File: config.mk
export PLATFORM = sky130hd
export DESIGN_NAME = buf_addr_counter_flat
export DESIGN_NICKNAME = d
export VERILOG_FILES = /design/src/rtl/buf_addr_counter_if.sv /design/src/rtl/buf_addr_counter.sv /design/src/flat_wrapper.sv
export SDC_FILE = /design/constraint.sdc
export NUM_CORES = 1
export LEC_CHECK = 0
export ABC_CLOCK_PERIOD_IN_PS = 5000
export BUFFER_PORTS_ARGS = -buffer_cell sky130_fd_sc_hd__clkbuf_2
export CORE_MARGIN = 4
export CORE_UTILIZATION = 56
export DETAILED_ROUTE_END_ITERATION = 16
export PLACE_DENSITY = 0.85
export SLEW_MARGIN = 10
export SYNTH_ARGS = -nofsm -noshare
export SYNTH_HDL_FRONTEND = slang
export SYNTH_SLANG_ARGS = --single-unit
File: constraint.sdc
create_clock -name clk -period 5 [get_ports clk]
set_input_delay 0.75 -clock clk [delete_from_list [all_inputs] [get_ports clk]]
set_output_delay 0.75 -clock clk [all_outputs]
set_load 0.005 [all_outputs]
File: src/rtl/buf_addr_counter_if.sv
// Control and status bundle between a buffer port client and its address counter.
// Carries no state; the counter registers everything except tc.
// No backpressure; the client strobes en one step per cycle.
interface buf_addr_counter_if #(
  parameter int width     = 16,
  parameter int buf_width = 2
);
  logic                 clear;
  logic                 load;
  logic [width-1:0]     load_val;
  logic                 en;
  logic                 up;
  logic                 buf_lock;
  logic [width-1:0]     count;
  logic [buf_width-1:0] buf_sel;
  logic                 wrap;
  logic                 tc;
  logic                 overrun;

  modport master (
    output clear, load, load_val, en, up, buf_lock,
    input  count, buf_sel, wrap, tc, overrun
  );

  modport slave (
    input  clear, load, load_val, en, up, buf_lock,
    output count, buf_sel, wrap, tc, overrun
  );
endinterface

File: src/rtl/buf_addr_counter.sv
// Modulo address counter that rotates a bank select on every wrap.
// count/buf_sel/wrap/overrun: 1 cycle after the control edge; tc combinational.
// No backpressure; buf_lock blocks bank rotation and flags overrun.
module buf_addr_counter #(
  parameter int          width     = 16,
  parameter int unsigned depth     = 1024,
  parameter int unsigned num_buf   = 3,
  parameter int          buf_width = 2
) (
  input  logic           clk,
  input  logic           reset,
  buf_addr_counter_if.slave bus
);

  localparam logic [width-1:0]     last_addr = width'(depth - 1);
  localparam logic [width:0]       depth_ext = (width + 1)'(depth);
  localparam logic [buf_width-1:0] last_buf  = buf_width'(num_buf - 1);

  logic [width-1:0]     count_q,   count_d;
  logic [buf_width-1:0] buf_sel_q, buf_sel_d;
  logic                 wrap_q,    wrap_d;
  logic                 overrun_q, overrun_d;
  logic                 at_end;

  // Terminal position depends on direction: top when counting up, zero when down.
  assign at_end = bus.up ? (count_q == last_addr) : (count_q == '0);

  always_comb begin
    count_d   = count_q;
    buf_sel_d = buf_sel_q;
    wrap_d    = 1'b0;
    overrun_d = overrun_q;

    if (bus.clear) begin
      count_d   = '0;
      buf_sel_d = '0;
      overrun_d = 1'b0;
    end else if (bus.load) begin
      count_d = ({1'b0, bus.load_val} < depth_ext) ? bus.load_val : last_addr;
    end else if (bus.en) begin
      if (bus.up) begin
        count_d = at_end ? '0 : count_q + 1'b1;
      end else begin
        count_d = at_end ? last_addr : count_q - 1'b1;
      end

      if (at_end) begin
        wrap_d = 1'b1;
        if (bus.buf_lock) begin
          overrun_d = 1'b1;
        end else if (bus.up) begin
          buf_sel_d = (buf_sel_q == last_buf) ? '0 : buf_sel_q + 1'b1;
        end else begin
          buf_sel_d = (buf_sel_q == '0) ? last_buf : buf_sel_q - 1'b1;
        end
      end
    end
  end

  always_ff @(posedge clk) begin
    if (reset) begin
      count_q   <= '0;
      buf_sel_q <= '0;
      wrap_q    <= 1'b0;
      overrun_q <= 1'b0;
    end else begin
      count_q   <= count_d;
      buf_sel_q <= buf_sel_d;
      wrap_q    <= wrap_d;
      overrun_q <= overrun_d;
    end
  end

  assign bus.count   = count_q;
  assign bus.buf_sel = buf_sel_q;
  assign bus.wrap    = wrap_q;
  assign bus.overrun = overrun_q;
  assign bus.tc      = bus.en & at_end;

endmodule
File: src/flat_wrapper.sv
// flat-port wrapper written by rule: the top's interface ports become plain ports
module buf_addr_counter_flat 
#(
  parameter int          width     = 16,
  parameter int unsigned depth     = 1024,
  parameter int unsigned num_buf   = 3,
  parameter int          buf_width = 2
)
  (clk, reset, bus_clear, bus_load, bus_load_val, bus_en, bus_up, bus_buf_lock, bus_count, bus_buf_sel, bus_wrap, bus_tc, bus_overrun);
  buf_addr_counter_if #(.width(width), .buf_width(buf_width)) bus_i ();
  input  logic clk;
  input  logic reset;
  input wire logic [$bits(bus_i.clear)-1:0] bus_clear;
  input wire logic [$bits(bus_i.load)-1:0] bus_load;
  input wire logic [$bits(bus_i.load_val)-1:0] bus_load_val;
  input wire logic [$bits(bus_i.en)-1:0] bus_en;
  input wire logic [$bits(bus_i.up)-1:0] bus_up;
  input wire logic [$bits(bus_i.buf_lock)-1:0] bus_buf_lock;
  output wire logic [$bits(bus_i.count)-1:0] bus_count;
  output wire logic [$bits(bus_i.buf_sel)-1:0] bus_buf_sel;
  output wire logic [$bits(bus_i.wrap)-1:0] bus_wrap;
  output wire logic [$bits(bus_i.tc)-1:0] bus_tc;
  output wire logic [$bits(bus_i.overrun)-1:0] bus_overrun;
  assign bus_i.clear = bus_clear;
  assign bus_i.load = bus_load;
  assign bus_i.load_val = bus_load_val;
  assign bus_i.en = bus_en;
  assign bus_i.up = bus_up;
  assign bus_i.buf_lock = bus_buf_lock;
  assign bus_count = bus_i.count;
  assign bus_buf_sel = bus_i.buf_sel;
  assign bus_wrap = bus_i.wrap;
  assign bus_tc = bus_i.tc;
  assign bus_overrun = bus_i.overrun;
  buf_addr_counter #(.width(width), .depth(depth), .num_buf(num_buf), .buf_width(buf_width)) u_core (.clk(clk), .reset(reset), .bus(bus_i));
endmodule
==> metrics.txt <==
global-route wire length before repair 6.499 mm; maximum capacitance violations 0; DR iter-0 viols 88; HP Class reg2reg; unrepaired setup endpoints after global routing no; Synth Area per Inst 7.561 µm²; post-synth top area cell dfxtp_1; RePlAce Congestion 0.9071; peak supply drop 0.2289 mV; root buffer cell clkbuf_4; drt total wl 3.961 mm; endpoints failing hold 0; Slew @ Worst Pin 0.4706 ns; clock-pin slew on the worst setup and hold paths 0.11 ns; relative slew slack 68.37%; gr usage total 22.48%; Post-CTS Setup Inserts 0; final setup margin 2.053 ns; warnings from Yosys 0; Crit. End Element primary output; via count 1644; Commonest cells post-synth 20 x dfxtp_1, 20 x nor2_1, 19 x o21ai_0, 17 x nand2_1, 11 x a21oi_1; Place WS 2.080 ns; clock sink count 20; Pleak 0.0007192 µW; initial core utilization 57.80%; # IOs 44; drt via density 6.044; CTS H-Tree Depth 1; final setup TNS 0 ns; Synth area leaders dfxtp_1 25%, o21ai_0 6.0%, xnor2_1 5.0%; drt pass-1 iters 4; fmax 339.3 MHz; quantity of hold-fixing buffers added after cts 0; layout cells sized above 1 25.31%; dpl hpwl 3.033 mm; vias in the first global route 1424; Clock Path Buffers 2; mapped cell area 0.001580 mm²; ys flop type dfxtp_1; Die ar. 0.003736 mm²; fin. max-slew vios 0; skew final 0.003822 ns; Top delay family on crit path simple AND/OR/NAND/NOR gates; # nets final 271; outcome completed; Worst Path Required 4.25 ns; CP peak stage delay 0.34 ns; min cycle time layout 2.947 ns; pin count of the biggest net entering global routing 22; worst skew pair latency 0.31 ns; Area growth syn-to-layout 14.09%; synth unique cells 52; EDFF count, synth 0; synthesized flop and latch total 20; Routed Antenna Nets 0; Top cell by count, worst path clkbuf_2; PwrDens 248.2 mW/mm²; TritonCTS clock tree built; crit path cell chain clkbuf_2 -> nor3_1 -> nand4_1 -> a21oi_4 -> and2_1 -> clkbuf_2; Std-Cell Rows 19; crit-path max FO 21; Buf/Inv on CP 2; input/output buffers 43; Critical-path top delay cell nor3_1; Post-Layout Cell Count 272; WL/cell 14.56 µm; CTS buffer count 3; element type at the critical path start input pin; Mapped Nets 238; grt total ovfl 0; Worst Path Arrival 2.20 ns; Post-CTS Resized 0; Die W 61.12 µm; # diodes 0; DRC viols 0; Setup Crit Path Kind in2out; share of the synthesized area in the top cell type 25.34%; dpl cells 268; Die H 61.12 µm; core area 0.002734 mm²; Final period util 58.95%; endpoints failing setup 0; initial antenna violation count 0; Post-Synthesis Cells 209; FFs w/ async S/R, synth 0%; post-synthesis sequential area ratio 25.34%
state kept, by name, summed over array words and instances (netlist names):
name,cells
u_core.bus.wrap,1
u_core.bus.count,16
u_core.bus.overrun,1
u_core.bus.buf_sel,2
layout by cell type (no fill, tap or decap), types with 2 or more instances in the layout:
cell,synthesis,layout
nor3b_1,2,2
clkbuf_2,0,43
nor2_1,20,20
xnor2_1,9,9
nand3_1,9,9
o22ai_1,2,2
dfxtp_1,20,20
and3_1,3,3
ha_1,6,6
nand4_1,6,6
or3b_2,2,2
or3_1,2,2
inv_1,8,8
a221o_1,2,2
o31a_1,4,4
and3_2,2,2
xor2_1,4,4
nor3_1,4,4
a211oi_1,2,2
nor4_1,3,3
o21ba_2,3,3
clkbuf_4,0,3
o31ai_1,2,2
nand2_1,17,17
a21oi_1,11,11
o21ai_0,19,19
a31oi_1,7,7
mux2i_1,3,3
cell type report:
cell class	instances	area, µm²
clock buffer	4	36.28
fill	253	930.9
inverter	8	30.03
multi-input combinational	166	1082
sequential	20	400.4
tap	31	38.79
timing repair buffer	43	215.2
cells by family after synthesis:
logic type               after synthesis  share of synthesized area (%)
multiplexers                           3                          1.900
flip-flops                            20                          25.34
XOR/XNOR                              13                          7.205
AO/OA/AOI/OAI                         61                          26.21
adder cells (fa/ha/maj)                6                          4.750
buffers and inverters                 23                          6.176
AND/OR/NAND/NOR                       83                          28.43
routing by layer:
layer,routed length [µm],vias up,GRT usage (%)
met3,266,7,4.822
met4,40,0,4.025
met2,1845,51,35.80
met1,1808,756,31.52
met5,0,-,0
li1,-,830,-
through the flow:
stage	utilization, %	area, µm²	hold WS, ns	power [µW]
2_1_floorplan	-	1580	0.4746	312.0
3_3_place_gp	64.62	1767	0.4689	349.5
3_5_place_dp	64.62	1767	0.4754	352.2
4_1_cts	65.95	1803	0.5120	449.7
5_1_grt	65.95	1803	0.5396	478.9
6_report	65.95	1803	0.5040	447.6
worst paths after layout:
kind,startpoint,end,slack (ns),depth (start not counted)
hold / removal,u_core.bus.overrun$_SDFFE_PP0P_,u_core.bus.overrun$_SDFFE_PP0P_,0.50,1
setup / recovery,bus_up,bus_tc,2.05,6
setup reg to reg,u_core.bus.count[11]$_SDFFE_PP0P_,u_core.bus.count[0]$_SDFFE_PP0P_,2.80,6
hold reg to reg,u_core.bus.overrun$_SDFFE_PP0P_,u_core.bus.overrun$_SDFFE_PP0P_,0.50,1
power by group:
part | leakage, µW | switching (µW) | internal [µW] | total, µW
combinational | 0.000535 | 79.2 | 73.0 | 152
clock | 0.0000210 | 52.4 | 44.5 | 96.9
sequential | 0.000163 | 24.4 | 174 | 198
total | 0.000719 | 156 | 291 | 448
worst reg2reg max path, delay by kind of cell, from the launching register on:
family | cells | cell delay (ns)
simple gates | 4 | 1.18
flops | 1 | 0.38
compound gates | 2 | 0.57
No activity file was read; power rests on OpenSTA's default activity.
